`src/rtl/elbeth_pipe_skid_reg_pkg.sv`:
```
// Shared definitions for the elbeth pipeline stage registers:
// state encodings and default field widths.
package elbeth_pipe_skid_reg_pkg;

  localparam int ELBETH_DATA_W = 96;
  localparam int ELBETH_CTRL_W = 24;
  localparam int ELBETH_CNT_W  = 16;

  typedef logic [1:0] elbeth_state_t;

  // Encoding doubles as the occupancy count.
  localparam logic [1:0] ST_EMPTY = 2'd0;
  localparam logic [1:0] ST_HALF  = 2'd1;
  localparam logic [1:0] ST_FULL  = 2'd2;

endpackage

```
`src/rtl/elbeth_pipe_skid_reg_if.sv`:
```
// Stream handshake bundle: payload, control bits, valid/ready.
// A beat transfers on a rising edge where valid and ready are both 1; a master
// holding valid=1 keeps data/ctrl stable until that beat, and ready never
// depends combinationally on valid.
interface elbeth_pipe_skid_reg_if #(
  parameter int DATA_W = 96,
  parameter int CTRL_W = 24
);
  logic              valid;
  logic              ready;
  logic [DATA_W-1:0] data;
  logic [CTRL_W-1:0] ctrl;

  modport master (output valid, output data, output ctrl, input  ready);
  modport slave  (input  valid, input  data, input  ctrl, output ready);
endinterface

```
`src/rtl/elbeth_pipe_slot.sv`:
```
// One pipeline storage slot: payload + control register with load and a
// control-only clear (payload survives a kill so debug can still see it).
module elbeth_pipe_slot #(
  parameter int DATA_W = 96,
  parameter int CTRL_W = 24
) (
  input  logic              clk,
  input  logic              rst_n,
  input  logic              load,
  input  logic              clr,
  input  logic [DATA_W-1:0] d_data,
  input  logic [CTRL_W-1:0] d_ctrl,
  output logic [DATA_W-1:0] q_data,
  output logic [CTRL_W-1:0] q_ctrl
);

  always_ff @(posedge clk or negedge rst_n) begin
    if (!rst_n) begin
      q_data <= '0;
    end else if (load) begin
      q_data <= d_data;
    end
  end

  // Clear wins over load so a killed entry never leaves live control bits.
  always_ff @(posedge clk or negedge rst_n) begin
    if (!rst_n) begin
      q_ctrl <= '0;
    end else if (clr) begin
      q_ctrl <= '0;
    end else if (load) begin
      q_ctrl <= d_ctrl;
    end
  end

endmodule

```
`src/rtl/elbeth_pipe_skid_reg.sv`:
```
// Two-entry skid pipeline register: fully registered in_ready, 1-cycle latency,
// full throughput, flush kills held entries, saturating stall counter.
module elbeth_pipe_skid_reg
  import elbeth_pipe_skid_reg_pkg::*;
#(
  parameter int DATA_W = ELBETH_DATA_W,
  parameter int CTRL_W = ELBETH_CTRL_W,
  parameter int CNT_W  = ELBETH_CNT_W
) (
  input  logic                   clk,
  input  logic                   rst_n,
  input  logic                   flush,
  elbeth_pipe_skid_reg_if.slave  up,
  elbeth_pipe_skid_reg_if.master dn,
  output logic [1:0]             occupancy,
  output logic [CNT_W-1:0]       stall_cnt
);

  elbeth_state_t     state_q, state_d;
  logic              in_ready_q;
  logic              out_valid_q;
  logic [CNT_W-1:0]  stall_q;
  logic              in_fire, out_fire;
  logic              main_load, skid_load, main_from_skid;
  logic [DATA_W-1:0] main_data, skid_data, main_d_data;
  logic [CTRL_W-1:0] main_ctrl, skid_ctrl, main_d_ctrl;

  assign in_fire  = up.valid & in_ready_q;
  assign out_fire = out_valid_q & dn.ready;

  always_comb begin
    state_d        = state_q;
    main_load      = 1'b0;
    skid_load      = 1'b0;
    main_from_skid = 1'b0;
    case (state_q)
      ST_EMPTY: begin
        if (in_fire) begin
          main_load = 1'b1;
          state_d   = ST_HALF;
        end
      end
      ST_HALF: begin
        if (in_fire && out_fire) begin
          main_load = 1'b1;
        end else if (in_fire) begin
          skid_load = 1'b1;
          state_d   = ST_FULL;
        end else if (out_fire) begin
          state_d = ST_EMPTY;
        end
      end
      ST_FULL: begin
        if (out_fire) begin
          main_load      = 1'b1;
          main_from_skid = 1'b1;
          state_d        = ST_HALF;
        end
      end
      default: state_d = ST_EMPTY;
    endcase
    // A flush drops everything, including a beat accepted this very cycle.
    if (flush) begin
      state_d   = ST_EMPTY;
      main_load = 1'b0;
      skid_load = 1'b0;
    end
  end

  assign main_d_data = main_from_skid ? skid_data : up.data;
  assign main_d_ctrl = main_from_skid ? skid_ctrl : up.ctrl;

  elbeth_pipe_slot #(.DATA_W(DATA_W), .CTRL_W(CTRL_W)) u_main (
    .clk    (clk),
    .rst_n  (rst_n),
    .load   (main_load),
    .clr    (flush),
    .d_data (main_d_data),
    .d_ctrl (main_d_ctrl),
    .q_data (main_data),
    .q_ctrl (main_ctrl)
  );

  elbeth_pipe_slot #(.DATA_W(DATA_W), .CTRL_W(CTRL_W)) u_skid (
    .clk    (clk),
    .rst_n  (rst_n),
    .load   (skid_load),
    .clr    (flush),
    .d_data (up.data),
    .d_ctrl (up.ctrl),
    .q_data (skid_data),
    .q_ctrl (skid_ctrl)
  );

  // Handshake outputs are precomputed from next state so they come straight off flops.
  always_ff @(posedge clk or negedge rst_n) begin
    if (!rst_n) begin
      state_q     <= ST_EMPTY;
      in_ready_q  <= 1'b1;
      out_valid_q <= 1'b0;
    end else begin
      state_q     <= state_d;
      in_ready_q  <= (state_d != ST_FULL);
      out_valid_q <= (state_d != ST_EMPTY);
    end
  end

  always_ff @(posedge clk or negedge rst_n) begin
    if (!rst_n) begin
      stall_q <= '0;
    end else if (out_valid_q && !dn.ready && (stall_q != {CNT_W{1'b1}})) begin
      stall_q <= stall_q + 1'b1;
    end
  end

  assign up.ready  = in_ready_q;
  assign dn.valid  = out_valid_q;
  assign dn.data   = main_data;
  assign dn.ctrl   = out_valid_q ? main_ctrl : '0;
  assign occupancy = state_q;
  assign stall_cnt = stall_q;

endmodule

```
`src/flat_wrapper.sv`:
```
// flat-port wrapper written by rule: the top's interface ports become plain ports
module elbeth_pipe_skid_reg_flat import elbeth_pipe_skid_reg_pkg::*;
#(
  parameter int DATA_W = ELBETH_DATA_W,
  parameter int CTRL_W = ELBETH_CTRL_W,
  parameter int CNT_W  = ELBETH_CNT_W
)
  (clk, rst_n, flush, occupancy, stall_cnt, up_valid, up_data, up_ctrl, up_ready, dn_valid, dn_data, dn_ctrl, dn_ready);
  elbeth_pipe_skid_reg_if #(.DATA_W(DATA_W), .CTRL_W(CTRL_W)) up_i ();
  elbeth_pipe_skid_reg_if #(.DATA_W(DATA_W), .CTRL_W(CTRL_W)) dn_i ();
  input  logic clk;
  input  logic rst_n;
  input  logic flush;
  output logic [1:0] occupancy;
  output logic [CNT_W-1:0] stall_cnt;
  input wire logic [$bits(up_i.valid)-1:0] up_valid;
  input wire logic [$bits(up_i.data)-1:0] up_data;
  input wire logic [$bits(up_i.ctrl)-1:0] up_ctrl;
  output wire logic [$bits(up_i.ready)-1:0] up_ready;
  output wire logic [$bits(dn_i.valid)-1:0] dn_valid;
  output wire logic [$bits(dn_i.data)-1:0] dn_data;
  output wire logic [$bits(dn_i.ctrl)-1:0] dn_ctrl;
  input wire logic [$bits(dn_i.ready)-1:0] dn_ready;
  assign up_i.valid = up_valid;
  assign up_i.data = up_data;
  assign up_i.ctrl = up_ctrl;
  assign up_ready = up_i.ready;
  assign dn_valid = dn_i.valid;
  assign dn_data = dn_i.data;
  assign dn_ctrl = dn_i.ctrl;
  assign dn_i.ready = dn_ready;
  elbeth_pipe_skid_reg #(.DATA_W(DATA_W), .CTRL_W(CTRL_W), .CNT_W(CNT_W)) u_core (.clk(clk), .rst_n(rst_n), .flush(flush), .up(up_i), .dn(dn_i), .occupancy(occupancy), .stall_cnt(stall_cnt));
endmodule
```
`config.mk`:
```
export PLATFORM = sky130hd
export DESIGN_NAME = elbeth_pipe_skid_reg_flat
export DESIGN_NICKNAME = d
export VERILOG_FILES = /design/src/rtl/elbeth_pipe_skid_reg_pkg.sv /design/src/rtl/elbeth_pipe_skid_reg_if.sv /design/src/rtl/elbeth_pipe_slot.sv /design/src/rtl/elbeth_pipe_skid_reg.sv /design/src/flat_wrapper.sv
export SDC_FILE = /design/constraint.sdc
export NUM_CORES = 1
export LEC_CHECK = 0
export ABC_AREA = 1
export BUFFER_PORTS_ARGS = -buffer_cell sky130_fd_sc_hd__buf_2
export CORE_MARGIN = 5
export CORE_UTILIZATION = 49
export CTS_CLUSTER_DIAMETER = 100
export CTS_CLUSTER_SIZE = 30
export DETAILED_ROUTE_END_ITERATION = 8
export PLACE_DENSITY = 0.77
export RECOVER_POWER = 25
export SLEW_MARGIN = 20
export SYNTH_ARGS = -nofsm -noshare
export SYNTH_HDL_FRONTEND = slang
export SYNTH_SLANG_ARGS = --single-unit
export TNS_END_PERCENT = 100
```
`constraint.sdc`:
```
create_clock -name clk -period 1.68 [get_ports clk]
set_clock_uncertainty 0.05 [all_clocks]
set_input_delay 0.336 -clock clk [delete_from_list [all_inputs] [get_ports clk]]
set_output_delay 0.336 -clock clk [all_outputs]
set_load 0.005 [all_outputs]
```
==> flow_summary.ini <==
[critical_path]
cp.arrival_ps = 2100
r2r_cells = 9
cp_slowest_cell = dfstp_2
critPathCaptureType = flip-flop
crit_chain = nand2_4, nor2_4, nand2_2, a21oi_4, buf_12, inv_16, clkbuf_16, nand2_1, nand2_1
r2r_slack_ps = -100
cpLargestDelayFamily = flip-flops
critPathBufInv = 3
startpoint_type = flip-flop
criticalPathCategory = reg -> reg
reg2reg_from = u_core.up.ready$_DFF_PN1_
cp_common_cell = nand2_1
crit_path_max_fanout = 8
r2r-end = u_core.u_main.q_data[51]$_DFFE_PN0P_
startpoint = u_core.up.ready$_DFF_PN1_
worstPathRequired_ps = 2000
critPathMaxStageDelay_ps = 570

[synthesis]
postSynthCellCount = 1459
synth_largest_area_cell = dfrtp_1
ys_seq_area_frac = 0.558
yosysMostFrequentCell = nand2_1
synth.area.top_cells = dfrtp_1 (56%), nand2_1 (15%), o21ai_0 (9.6%)
ys_types = 23
syn_nets = 1585
synth-main-ff-cell = dfrtp_1
yosys_warnings = 0
async_flop_share = 1.00
netlist.area_leader.share = 0.555
synth.avg_cell_area_um2 = 8.00
synth_seq_cells = 260
synth-edff-count = 0
synthTopCellsByCount = nand2_1 (479), dfrtp_1 (259), o21ai_0 (223)
syn-cell-area_mm2 = 0.0117

[clock_network]
clock-root-buffer = clkbuf_16
cts_sinks = 260
path_clk_slew_ps = 120
cts_made_buffers = 12
clock_path_buffers = 3
ctsHtreeMaxLevel = 1
cts_tree = built
clock_latency_ps = 480

[timing]
tightest_slew_ps = 809
fin_ws_ps = -99.2
timing.final.crit_share = 1.06
fmax_mhz = 562
slew_viol_final = 0
hold_viol_final = 0
grt_setup_unrepaired = true
min_period_ps = 1780
relSlewSlack = 0.460
setup_viol = 144

[global_routing]
gr-total-overflow = 0
grt_first_pass_wirelength_um = 49100
grt_pass1_vias = 10083
grtUsageTotal = 0.221
antenna_found_initial = 1
grt_max_degree = 92

[placed_design]
dpl_cell_area_mm2 = 0.0136
placed_cells = 2010
gp_congestion = 0.875
portBuffers = 264
hpwl_um = 20100

[final_layout]
stdcell_count = 2080
syn2layout_area_growth_pct = 33.5
fin_area_mm2 = 0.0156
drive_above_1_share = 0.286
fin_nets = 1882

[routing]
drc = 0
routedWlPerCell_um = 17.1
vias = 10859
firstDrtPassIters = 5
postRouteAntennaNets = 0
viasPerCell = 5.22
wirelength_um = 35500
drtIter0Drc = 1018

[floorplanning]
design.die.area_mm2 = 0.0270
io_pins = 265
die_h_um = 164
start_util = 0.497
dieWidth_um = 164
core_mm2 = 0.0235
row_count = 56

[status]
status = complete, but fails checks
violations = negative setup slack

[hold_path]
hold_start = up_ctrl[13]
hold_path_depth = 3
hold_path.class = in -> reg
holdPathEnd = u_core.u_skid.q_ctrl[13]$_DFFE_PN0P_

[power_and_ir_drop]
peakVddDrop_uv = 898
power.leakage_nw = 8.47
power_density_mw_per_mm2 = 1120

[job]
max-cap-violations = 0
## repair_timing
item,in CTS,in global routing
hold endpoints to repair,42,0
gates resized for setup,62,193
endpoints found under the setup margin,132,203
hold buffers,1,0
pin swaps,5,12
cloned,9,29
buffers inserted,4,9
## cells by family (layout without fill, tap and decap cells)
kind of cell,after synthesis,in the layout,synth area share
fa+ha+maj,1,1,0.00107
simple gates,603,605,0.202
compound gates,315,315,0.135
flops,260,260,0.558
buf+inv,272,571,0.0981
xor+xnor,8,8,0.00601
other cells,0,1,0
## sequential cells by signal, indices dropped and copies added, names as in the netlist
name and cells:
u_core.stall_cnt 16, u_core.u_skid.q_ctrl 24, u_core.u_main.q_ctrl 24, u_core.u_main.q_data 96, u_core.u_skid.q_data 96, u_core.occupancy 2
u_core.up.ready 1, u_core.dn.valid 1
## report_power, final
group          internal, mW  switching (mW)
sequential             8.05            1.07
clock                  1.49            1.97
combinational          2.28            2.66
total                  11.8            5.70
## how the worst max path moves through the flow
stage / to / slack, ps / cells after the start
2_1_floorplan: u_core.u_skid.q_data[51]$_DFFE_PN0P_ / 60 / 7
3_3_place_gp: u_core.u_main.q_data[63]$_DFFE_PN0P_ / -20 / 8
3_5_place_dp: u_core.u_main.q_data[78]$_DFFE_PN0P_ / -100 / 7
4_1_cts: dn_ctrl[18] / -80 / 4
5_1_grt: u_core.u_main.q_data[51]$_DFFE_PN0P_ / -170 / 9
6_report: u_core.u_main.q_data[51]$_DFFE_PN0P_ / -100 / 9
## through the flow
| stage | util | setup WS [ps] | hold WS (ps) | TNS [ps] | power (mW) |
|---|---|---|---|---|---|
| after floorplan | - | 63.6 | -9.59 | 0 | 11.1 |
| final | 0.663 | -99.2 | 42.9 | -3790 | 17.5 |
| after detailed placement | 0.580 | -95.7 | 255 | -2720 | 13.1 |
| after global routing | 0.663 | -172 | 44.8 | -23930 | 18.6 |
| after global placement | 0.580 | -16.1 | 256 | -168 | 12.8 |
| after CTS | 0.612 | -78.2 | 16.6 | -3670 | 16.8 |
## final cells by class
cell class,count,area [µm²]
antenna,1,2.50
clock buffer,17,350
clock inverter,1,8.76
fill,1864,7900
inverter,189,726
multi-input combinational,929,4550
sequential,260,6510
tap,319,399
timing repair buffer,363,3000
timing repair inverter,1,20.0
## per-layer routing
| layer | vias up | GRT usage | part of all wire |
|---|---|---|---|
| li1 | 5122 | - | - |
| met1 | 5220 | 0.300 | 0.41 |
| met2 | 427 | 0.366 | 0.49 |
| met3 | 88 | 0.0354 | 0.073 |
| met4 | 2 | 0.0701 | 0.028 |
| met5 | - | 0 | 0.00020 |
## layout by cell type (no fill, tap or decap), types with 3 or more instances in the layout
cell type,netlist,layout
a21oi_1,58,53
a21oi_2,1,5
buf_12,0,24
buf_16,0,12
buf_2,42,263
buf_4,7,26
buf_6,6,13
clkbuf_1,28,3
clkbuf_16,0,32
dfrtp_1,259,258
inv_1,186,186
nand2_1,479,426
nand2_2,0,36
nand2_4,1,17
nand2_8,0,3
nand3_1,35,35
nand4_1,5,5
nor2_1,80,44
nor2_2,1,21
nor2_4,1,17
o21ai_0,223,167
o21ai_1,33,69
o21ai_2,0,20
xnor2_1,5,5
xor2_1,3,3
## worst register-to-register path: stages (launching register included)
cell       delay, ps
dfstp_2          570
nand2_4           70
nor2_4            90
nand2_2           80
a21oi_4          180
buf_12           190
inv_16            80
clkbuf_16        170
nand2_1          100
nand2_1           90
(Power assumes the default switching activity.)
